`src/rtl/enemy_controller_pkg.sv`:
```
// enemy_controller_pkg: shared state encoding, lane positions and LFSR constants
package enemy_controller_pkg;
  typedef enum logic [1:0] {IDLE, RUN, CRASH, OVER} state_t;
  localparam logic [7:0] LFSR_SEED = 8'hA5;
  localparam logic [7:0] LFSR_TAPS = 8'hB8;
  localparam logic [9:0] LANE0_X = 10'd160;
  localparam logic [9:0] LANE1_X = 10'd260;
  localparam logic [9:0] LANE2_X = 10'd360;
  localparam logic [9:0] LANE3_X = 10'd460;
  function automatic logic [9:0] lane_x(input logic [1:0] sel);
    return sel == 2'd0 ? LANE0_X : sel == 2'd1 ? LANE1_X : sel == 2'd2 ? LANE2_X : LANE3_X;
  endfunction
endpackage

```
`src/rtl/enemy_lfsr.sv`:
```
// enemy_lfsr: free-running 8-bit Fibonacci LFSR (x^8+x^6+x^5+x^4+1) for lane selection
module enemy_lfsr
  import enemy_controller_pkg::*;
(
  input  logic       clk,
  input  logic       reset,
  output logic [7:0] value
);
  always_ff @(posedge clk or posedge reset)
    if (reset) value <= LFSR_SEED;
    else value <= {value[6:0], ^(value & LFSR_TAPS)};
endmodule

```
`src/rtl/enemy_controller.sv`:
```
// enemy_controller: falling-enemy game FSM tracking position, lives, score and crash timing
module enemy_controller
  import enemy_controller_pkg::*;
#(
  parameter int SPEED        = 4,
  parameter int SCREEN_H     = 480,
  parameter int CRASH_FRAMES = 60,
  parameter int LIVES_INIT   = 3
) (
  input  logic       clk,
  input  logic       reset,
  input  logic       frame_tick,
  input  logic       start,
  input  logic       collision,
  output logic [9:0] enemy_pos_x,
  output logic [9:0] enemy_pos_y,
  output logic [1:0] lives,
  output logic [7:0] score,
  output logic       crashing,
  output logic       game_over
);
  localparam int CW = $clog2(CRASH_FRAMES + 2);
  state_t state, state_n;
  logic [CW-1:0] cnt, cnt_n;
  logic [9:0] x_n, y_n, lane;
  logic [1:0] lives_n;
  logic [7:0] score_n, lfsr;
  logic unused_lfsr;
  enemy_lfsr u_lfsr (.clk(clk), .reset(reset), .value(lfsr));
  assign unused_lfsr = ^lfsr[7:2];
  assign lane = lane_x(lfsr[1:0]);
  always_comb begin
    state_n = state;
    cnt_n   = cnt;
    x_n     = enemy_pos_x;
    y_n     = enemy_pos_y;
    lives_n = lives;
    score_n = score;
    case (state)
      IDLE, OVER:
        if (start) begin
          state_n = RUN;
          lives_n = LIVES_INIT[1:0];
          score_n = '0;
          y_n     = '0;
          x_n     = lane;
        end
      RUN:
        // collision outranks a same-cycle frame_tick, freezing the enemy in place
        if (collision) begin
          state_n = CRASH;
          lives_n = lives - 2'(lives != 2'd0);
          cnt_n   = CRASH_FRAMES[CW-1:0];
        end else if (frame_tick) begin
          if (enemy_pos_y >= 10'(SCREEN_H - SPEED)) begin
            y_n     = '0;
            x_n     = lane;
            score_n = score + 8'(score != 8'hFF);
          end else begin
            y_n = enemy_pos_y + SPEED[9:0];
          end
        end
      CRASH:
        if (frame_tick) begin
          cnt_n = cnt <= CW'(1) ? '0 : cnt - CW'(1);
          if (cnt <= CW'(1)) begin
            state_n = lives == 2'd0 ? OVER : RUN;
            y_n     = lives == 2'd0 ? enemy_pos_y : '0;
            x_n     = lives == 2'd0 ? enemy_pos_x : lane;
          end
        end
      default: state_n = IDLE;
    endcase
  end
  always_ff @(posedge clk or posedge reset)
    if (reset) begin
      state       <= IDLE;
      cnt         <= '0;
      enemy_pos_x <= LANE0_X;
      enemy_pos_y <= '0;
      lives       <= '0;
      score       <= '0;
      crashing    <= 1'b0;
      game_over   <= 1'b0;
    end else begin
      state       <= state_n;
      cnt         <= cnt_n;
      enemy_pos_x <= x_n;
      enemy_pos_y <= y_n;
      lives       <= lives_n;
      score       <= score_n;
      crashing    <= state_n == CRASH;
      game_over   <= state_n == OVER;
    end
endmodule

```
`config.mk`:
```
export PLATFORM = sky130hd
export DESIGN_NAME = enemy_controller
export DESIGN_NICKNAME = d
export VERILOG_FILES = /design/src/rtl/enemy_controller_pkg.sv /design/src/rtl/enemy_lfsr.sv /design/src/rtl/enemy_controller.sv
export SDC_FILE = /design/constraint.sdc
export NUM_CORES = 1
export LEC_CHECK = 0
export ABC_AREA = 1
export CORE_ASPECT_RATIO = 1.5
export CORE_UTILIZATION = 45
export DETAILED_ROUTE_END_ITERATION = 7
export PLACE_DENSITY = 0.71
export SYNTH_ARGS = -nofsm -noshare
export SYNTH_HDL_FRONTEND = slang
export SYNTH_HIERARCHICAL = 1
export SYNTH_SLANG_ARGS = --single-unit
```
`constraint.sdc`:
```
create_clock -name clk -period 1.5 [get_ports clk]
set_input_delay 0.3 -clock clk [delete_from_list [all_inputs] [get_ports clk]]
set_output_delay 0.3 -clock clk [all_outputs]
set_load 0.05 [all_outputs]
```
==> flow_summary_export.csv <==
group,metric,value,unit
worst_setup_path,reg2reg_slack,-0.15,ns
synth,ys_types,35,
status,violations,"negative setup slack",
worst_setup_path,timing.rr.end,"cnt[2]",
die,core,4930,um^2
pwr,pwr-share-comb,62.4,%
final_layout,final_cell_mix,"nand2_1 (64), buf_4 (43), buf_12 (28), inv_1 (26), dfrtp_1 (23)",
final_layout,fillCellCount,305,
placement,preCtsSetupSlack,-0.289,ns
synth,yosys_warnings,6,
clock_tree,cts_tree,"done",
status,status,"finished, violations left",
timing,skew,0.0147,ns
grt,track_usage,23.8,%
synth,syn_avg_cell_area,8.15,um^2
route,wirelength,6030,um
pwr,p_int,3.60,mW
final_layout,antenna_cells,0,
grt,overflow,0,
pwr,max-vdd-ir-drop,1290,uV
worst_setup_path,cp-start-kind,"register",
worst_setup_path,crit_fanout,5,
synth,syn-instance-count,288,
worst_setup_path,rr_worst_depth,9,
final_layout,fin_cells,436,
route,wl_per_cell,13.8,um
placement,gp_congestion,0.883,
clock_tree,cts_root_buf,"clkbuf_8",
timing,post-route-period-util,110,%
pwr,p_seq_share,23.8,%
timing,timing.final.ws_setup,-0.148,ns
pwr,p_per_area,1670,nW/um^2
grt,antenna_found_initial,0,
timing,rsz0062_at_grt,"true",
synth,synth_top_family_by_area,"simple AND/OR/NAND/NOR gates",
synth,synthAdderAreaFrac,6.40,%
die,io_pins,37,
grt,grt_pass1_vias,2316,
synth,syn-cell-area,2350,um^2
route,vias,2225,
timing,post-route-min-period,1.65,ns
die,rows,31,
synth,yosysSeqAreaShare,44.1,%
route,drcViolationCount,0,
job,drv_cap,0,
synth,synth-compound-area-share,9.81,%
placement,dpl.cell_count,413,
worst_setup_path,critPathArrivalTime,1.83,ns
timing,setup_violations,25,
synth,synth-simple-area-share,26.2,%
timing,max_freq,607,MHz
pwr,switching_power,2.79,mW
die,start_util,47.6,%
die,die_h,90.4,um
worst_setup_path,timing.rr.start,"state[1]",
synth,muxShareOfSynthArea,0,%
final_layout,post-route-util,77.7,%
final_layout,syn2layout_area_growth,63.1,%
placement,io_buffers,30,
route,drt-initial-drc-count,100,
worst_setup_path,endpoint_kind,"register",
grt,grt_pass1_wl,9900,um
final_layout,layout-drive-gt1-share,50.3,%
worst_setup_path,cp.required,1.68,ns
clock_tree,htree_levels,2,
pwr,swShare,43.7,%
route,drt-pass1-iter-count,4,
timing,hold_viol_final,0,
clock_tree,cts_buffers,5,
final_layout,final_common_cell,"nand2_1",
placement,hpwlAfterDp,3990,um
clock_tree,clock_sinks,41,
route,ant_nets,0,
worst_setup_path,crit_start,"state[1]",
grt,grt_max_degree,34,
timing,maxSlewViolCount,0,
hold_path,hold_path_class,"input pin to async pin",
synth,synthXorXnorAreaFrac,3.36,%
final_layout,final_nets,386,
route,via_per_inst,5.10,
worst_setup_path,worst-setup-path-type,"register to register",
clock_tree,cts_buffer_depth,2,
clock_tree,clk_pin_slew,0.07,ns
synth,ys_ff_latch,41,
pwr,pwr-share-clk,13.7,%
die,die_area,5510,um^2
clock_tree,insertion_delay,0.30,ns
die,dieWidth,61.0,um
pwr,p_leak,1.84,nW
power by group through the flow:
stage,clock (mW),sequential [mW],combinational [mW]
global route,0.957,1.55,4.29
CTS,0.899,1.52,3.56
global placement,0,1.52,2.97
floorplan,0,1.91,1.46
finish,0.878,1.52,3.99
detailed placement,0,1.52,3.07
layout make-up:
type                    count  area, um^2  area share [%]
multi-input cells         201        1460            38.2
flip-flops and latches     41        1050            27.4
repair buffers             77         946            24.7
inverters                  43         181            4.74
well taps                  66        82.6            2.16
clock buffers               6        72.6            1.90
clock inverters             2        35.0           0.915
cell usage after synthesis (all sizes together):
cell,instances,area [um^2]
a21oi,9,48.8
a22oi,3,22.5
a2bb2oi,1,8.76
a31oi,1,6.26
buf,8,60.1
clkbuf,1,3.75
clkinv,1,8.76
conb,1,3.75
dfrtp,35,876
dfstp,6,158
ha,12,150
inv,42,163
nand2,80,308
nand3,20,100
nand4,2,12.5
nor2,27,140
nor3,6,35.0
nor4,1,6.26
o211ai,1,21.3
o21ai,17,100
o31ai,3,22.5
or2,2,12.5
xnor2,4,35.0
xor2,5,43.8
routing by layer:
metal	vias to the layer above	share of wire, %	track usage, %	wire length (um)
li1	1067	-	-	-
met1	1068	36	25.8	2190
met2	69	57	41.8	3430
met3	21	3.8	4.44	229
met4	0	3.0	12.1	182
met5	-	0	0	0
kinds of logic after synthesis:
group                    count (synthesis)
AND/OR/NAND/NOR                        138
XOR/XNOR                                 9
other                                    1
buffers and inverters                   52
adder cells (fa/ha/maj)                 12
AO/OA/AOI/OAI                           35
flip-flops                              41
worst max path at each step:
stage	endpoint	slack [ns]	cells after the start
detailed placement	score[2]	-0.29	6
global route	enemy_pos_x[8]	-0.21	10
global placement	enemy_pos_x[6]	-0.19	8
floorplan	score[7]	-0.20	11
CTS	enemy_pos_x[2]	-0.14	10
finish	cnt[2]	-0.15	9
worst max-delay path, stage by stage, from the launching register on:
cell       delay (ns)
dfrtp_2          0.45
inv_2            0.08
ha_4             0.18
inv_6            0.05
nor2_1           0.22
inv_2            0.10
o211ai_4         0.14
buf_12           0.15
a21oi_4          0.03
a2bb2oi_2        0.12
flip-flops by register name, indices dropped and copies added (netlist names):
register	flops
enemy_pos_y	8
score	8
u_lfsr/value	8
cnt	6
enemy_pos_x	5
lives	2
state	2
crashing	1
game_over	1
stage by stage:
| stage | area, um^2 | hold slack, ns | setup TNS (ns) | total power [mW] |
|---|---|---|---|---|
| 2_1_floorplan | 2490 | 0.113 | -1.46 | 3.36 |
| 4_1_cts | 3640 | 0.272 | -2.06 | 5.97 |
| 3_3_place_gp | 3330 | 0.337 | -3.68 | 4.49 |
| 5_1_grt | 3830 | 0.297 | -4.23 | 6.79 |
| 3_5_place_dp | 3330 | 0.343 | -4.71 | 4.59 |
| 6_report | 3830 | 0.264 | -1.71 | 6.39 |
timing repair:
item                                    CTS  global route
hold buffers                              0             0
pin swaps                                22            17
cloned                                    1             0
gates resized for setup                  33            40
setup buffers                            10             4
endpoints found under the setup margin   31            33
Note: power is estimated with default switching activity, not from simulation.
==> patch 1: new RTL, same settings <==
Set the parameter `CRASH_FRAMES` to 120 (it was 60).
--- a/src/rtl/enemy_controller.sv
+++ b/src/rtl/enemy_controller.sv
@@ -6,3 +6,3 @@
   parameter int SCREEN_H     = 480,
-  parameter int CRASH_FRAMES = 60,
+  parameter int CRASH_FRAMES = 120,
   parameter int LIVES_INIT   = 3
Formal check against the unedited RTL: no difference found for any inputs over 10 cycles, from zero or initial values and one cycle with reset high; that may be too few to reach the edited logic, so the function may still have changed.
==> patch 1 against the unedited design <==
The run still ends with setup timing left; routed wire length up 2.4%; setup slack got worse by 0.097 ns; hold slack got worse by 0.0040 ns; synthesized area rose by 2.6%; final cell count is 4.8% higher; sequential cell count increased by 1; critical path type unchanged; count of clock-buffer cells in the layout did not move; synthesized cell count increased by 5.6%; die area grew 2.5%; cell area is 0.85% lower; total power increased by 9.4%.
==> patch 1: results (changes against the unedited design) <==
Placed cells -> 440 (+6.5%)
Area contributors post-synth -> dfrtp_1, nand2_1, inv_1, dfstp_2, ha_1
Met2 routed WL -> 3350 um (-2.3%)
Register area share after synthesis -> 44.0% (-0.082 points)
Pre-CTS setup slack -> -0.286 ns (+0.00291 ns)
IR drop worst, VDD -> 0.00150 V (+16%)
Most instantiated cells after synthesis -> nand2_1, inv_1, dfrtp_1, nor2_1, nand3_1
WL per Instance -> 13.5 um (-2.3%)
R2r endpoint -> game_over
Layout cells sized above 1 -> 43.4% (-6.8 points)
Fin nets -> 405 (+4.9%)
Hold Slack -> 0.260 ns (-0.00395 ns)
Failing checks -> setup timing
Mapped Cells -> 304 (+5.6%)
R2r worst-path depth -> 10 (+1)
DR iter-0 viols -> 96 (-4.0%)
Worst setup margin -> -0.245 ns (-0.0970 ns)
# fillers -> 339 (+11%)
CP max stage cell -> dfrtp_1
TNS Setup -> -6.04 ns (-4.33 ns)
Met1 wire length -> 2380 um (+8.9%)
DR vias/cell -> 4.98 (-2.5%)
Outcome -> finished, violations left
HPWL after detailed placement -> 4040 um (+1.2%)
WL met3 -> 253 um (+10%)
Vias in the first global route -> 2204 (-4.8%)
Worst clock skew -> 0.00832 ns (-0.00640 ns)
Final setup viols -> 32 (+28%)
## patch 1: logic make-up after synthesis
| kind of cell | share of synthesized area [%] |
|---|---|
| adder cells (fa/ha/maj) | 6.24 |
| XOR/XNOR | 3.27 |
| AO/OA/AOI/OAI | 8.00 |
| buffers and inverters | 10.3 |
| flip-flops | 44.0 |
| AND/OR/NAND/NOR | 28.0 |
| other | 0.156 |
## patch 1: power breakdown
group	switching, mW	total [mW]	internal, mW	leakage [nW]
Sequential	0.201	1.59	1.39	0.506
Combinational	2.44	4.50	2.06	1.24
Clock	0.401	0.898	0.497	0.0514
## patch 1: timing repair
item                                    4_1_cts  5_1_grt
hold buffers                                  0        0
pin swaps                                     5        7
resized for setup                            18       35
buffers inserted                              6        4
endpoints found under the hold margin         0        0
endpoints found under the setup margin       32       33
## patch 1: worst max-delay path by stage
stage | start | cells past startpoint | slack, ns | to
after detailed placement | frame_tick | 8 | -0.29 | enemy_pos_y[6]
final | state[1] | 10 | -0.25 | game_over
after floorplan | score[3] | 10 | -0.18 | score[4]
after CTS | state[0] | 12 | -0.21 | score[5]
after global placement | frame_tick | 8 | -0.24 | enemy_pos_y[6]
after global routing | state[1] | 11 | -0.36 | enemy_pos_x[8]
## patch 1: final cells by class
cell class / count / area (um2) / area share, %
repair buffers: 81 / 995 / 26.2
multi-input cells: 210 / 1330 / 35.0
well taps: 68 / 85.1 / 2.24
inverters: 48 / 198 / 5.21
clock inverters: 2 / 37.5 / 0.989
clock buffers: 6 / 72.6 / 1.91
flip-flops and latches: 42 / 1080 / 28.4
## patch 1: routing by layer
layer,up-vias,global-route usage [%]
met3,18,4.42
met4,0,11.3
met1,1094,24.6
met2,59,39.6
met5,-,0
li1,1104,-
==> patch 2: new RTL, same flow settings <==
Made on the original files. Encoding of `state_t`: now one-hot (4 bits for 4 states).
--- a/src/rtl/enemy_controller_pkg.sv
+++ b/src/rtl/enemy_controller_pkg.sv
@@ -2,3 +2,3 @@
 package enemy_controller_pkg;
-  typedef enum logic [1:0] {IDLE, RUN, CRASH, OVER} state_t;
+  typedef enum logic [3:0] {IDLE = 4'b0001, RUN = 4'b0010, CRASH = 4'b0100, OVER = 4'b1000} state_t;
   localparam logic [7:0] LFSR_SEED = 8'hA5;
Behaviour: no difference found for any inputs over 10 cycles, from zero or initial values and one cycle with reset high; not proved beyond that.
==> patch 2 against the unedited design <==
The run still ends with setup timing left; combinational power down 9.5%; routed wire length rose by 15%; non-clock buffer count rose by 6; global-route usage decreased by 2.0 points; sequential share of layout area shrank 0.88 points; clock power is 2.7% higher; utilization fell by 2.2 points; cell area rose by 8.4%; sequential power rose by 7%; first-iteration DRC count increased by 4.0%; setup slack worse by 0.10 ns; total power is 4.0% lower; synthesized area rose by 10%; sequential cell count up 2; critical path type unchanged; critical endpoint is now score[4]; largest power group unchanged; highest routed layer unchanged.
==> patch 2: results (changes against the unedited design) <==
Hold Path Class -> in2async
Biggest registers after layout -> enemy_pos_y: 8 flops, score: 8 flops, u_lfsr/value: 8 flops
IR drop worst, VDD -> 0.00114 V (-11%)
Netlist cell types -> 32 (-8.6%)
Primary FF master, synth -> dfrtp_1
Area contributors post-synth -> dfrtp_1, nand2_1, dfstp_2, inv_1, nand3_1
First-pass GRT wire length -> 10200 um (+2.9%)
DR iter-0 viols -> 104 (+4.0%)
Post-route insts no fill -> 486 (+11%)
Post-CTS setup buffer count -> 9 (-1)
Post-CTS sizing -> 32 (-3.0%)
Worst clock skew -> 0.0125 ns (-0.00218 ns)
CTS Buf Count -> 5 (unchanged)
Most instantiated cells after synthesis -> nand2_1, inv_1, dfrtp_1, nand3_1, nor2_1
Routed vias -> 2479 (+11%)
Clock latency on the worst-skew pair -> 0.30 ns (about the same)
TNS Setup -> -1.86 ns (-0.149 ns)
Mapped Cells -> 329 (+14%)
Failing checks -> setup timing
Leak -> 1.91 nW (+3.8%)
Worst setup margin -> -0.252 ns (-0.104 ns)
CP Max Fanout -> 5 (unchanged)
R2r worst-path depth -> 11 (+2)
Placed cells -> 463 (+12%)
WL per Instance -> 14.3 um (+3.1%)
Register area share after synthesis -> 41.9% (-2.1 points)
Clock transition at path regs -> 0.09 ns (+0.02 ns)
Fraction of registers with async set/reset -> 100% (unchanged)
# fillers -> 366 (+20%)
Fin nets -> 430 (+11%)
GR Util All Layers -> 21.8% (-2.0 points)
Area growth, synth to finish -> 60.4%
Placed Area -> 3570 um2 (+7.2%)
Largest net degree at the start of global routing -> 36 (+5.9%)
PortBufs -> 30 (unchanged)
Crit path launch -> score[2]
HPWL after detailed placement -> 4360 um (+9.2%)
R2R setup slack -> -0.25 ns (-0.10 ns)
Hold Slack -> 0.257 ns (-0.00682 ns)
Worst Setup EP -> score[4]
Layout cells sized above 1 -> 51.7% (+1.4 points)
Vias in the first global route -> 2413 (+4.2%)
Final setup viols -> 19 (-24%)
Outcome -> finished, violations left
Initial antenna violation count -> 0 (unchanged)
Gp weighted congestion -> 0.782 (-11%)
[patch 2: cell types whose count changed after synthesis, moves of 6 or more]
cell and change:
nand3_1 +11, inv_1 +8, o21ai_2 +8, nand3b_1 +6
nand2_2 +6, nand2_1 +13
[patch 2: cells by family after synthesis]
family                   share of synthesized area, %
buffers and inverters                            10.3
adder cells (fa/ha/maj)                          4.84
other                                           0.145
AND/OR/NAND/NOR                                  33.1
XOR/XNOR                                         1.35
AO/OA/AOI/OAI                                    8.37
flip-flops                                       41.9
[patch 2: critical path, cell delays in order (launching register included)]
cell and delay, ns:
dfrtp_2 0.38, nand2_2 0.07, nor2_4 0.13, nand3_2 0.08, nand3b_1 0.16, ha_2 0.20
ha_4 0.18, nand3_2 0.07, inv_2 0.04, or2_4 0.22, nand3_2 0.06, o21ai_2 0.05
[patch 2: how the worst min path moves through the flow]
stage                            to  depth (start not counted)
global route        u_lfsr/value[1]                          2
detailed placement  u_lfsr/value[7]                          0
floorplan           u_lfsr/value[1]                          1
finish              u_lfsr/value[1]                          2
CTS                 u_lfsr/value[4]                          2
global placement    u_lfsr/value[7]                          0
[patch 2: final cells by class]
cell class	count	share of cell area, %
multi-input combinational	235	40.5
clock inverter	3	1.06
tap	70	2.11
sequential	43	26.5
timing repair buffer	83	23.8
inverter	47	4.37
clock buffer	5	1.66
[patch 2: metal layers]
metal / global-route usage (%) / share of wire [%] / vias up
li1: - / - / 1200
met1: 21.5 / 35 / 1201
met2: 42.6 / 59 / 57
met3: 3.74 / 2.6 / 21
met4: 10.8 / 2.9 / 0
met5: 0 / 0 / -
[patch 2: power breakdown]
group | leakage, nW | internal, mW | switching (mW) | total, mW
combinational | 1.32 | 1.48 | 2.13 | 3.61
sequential | 0.530 | 1.37 | 0.246 | 1.62
clock | 0.0581 | 0.496 | 0.406 | 0.902
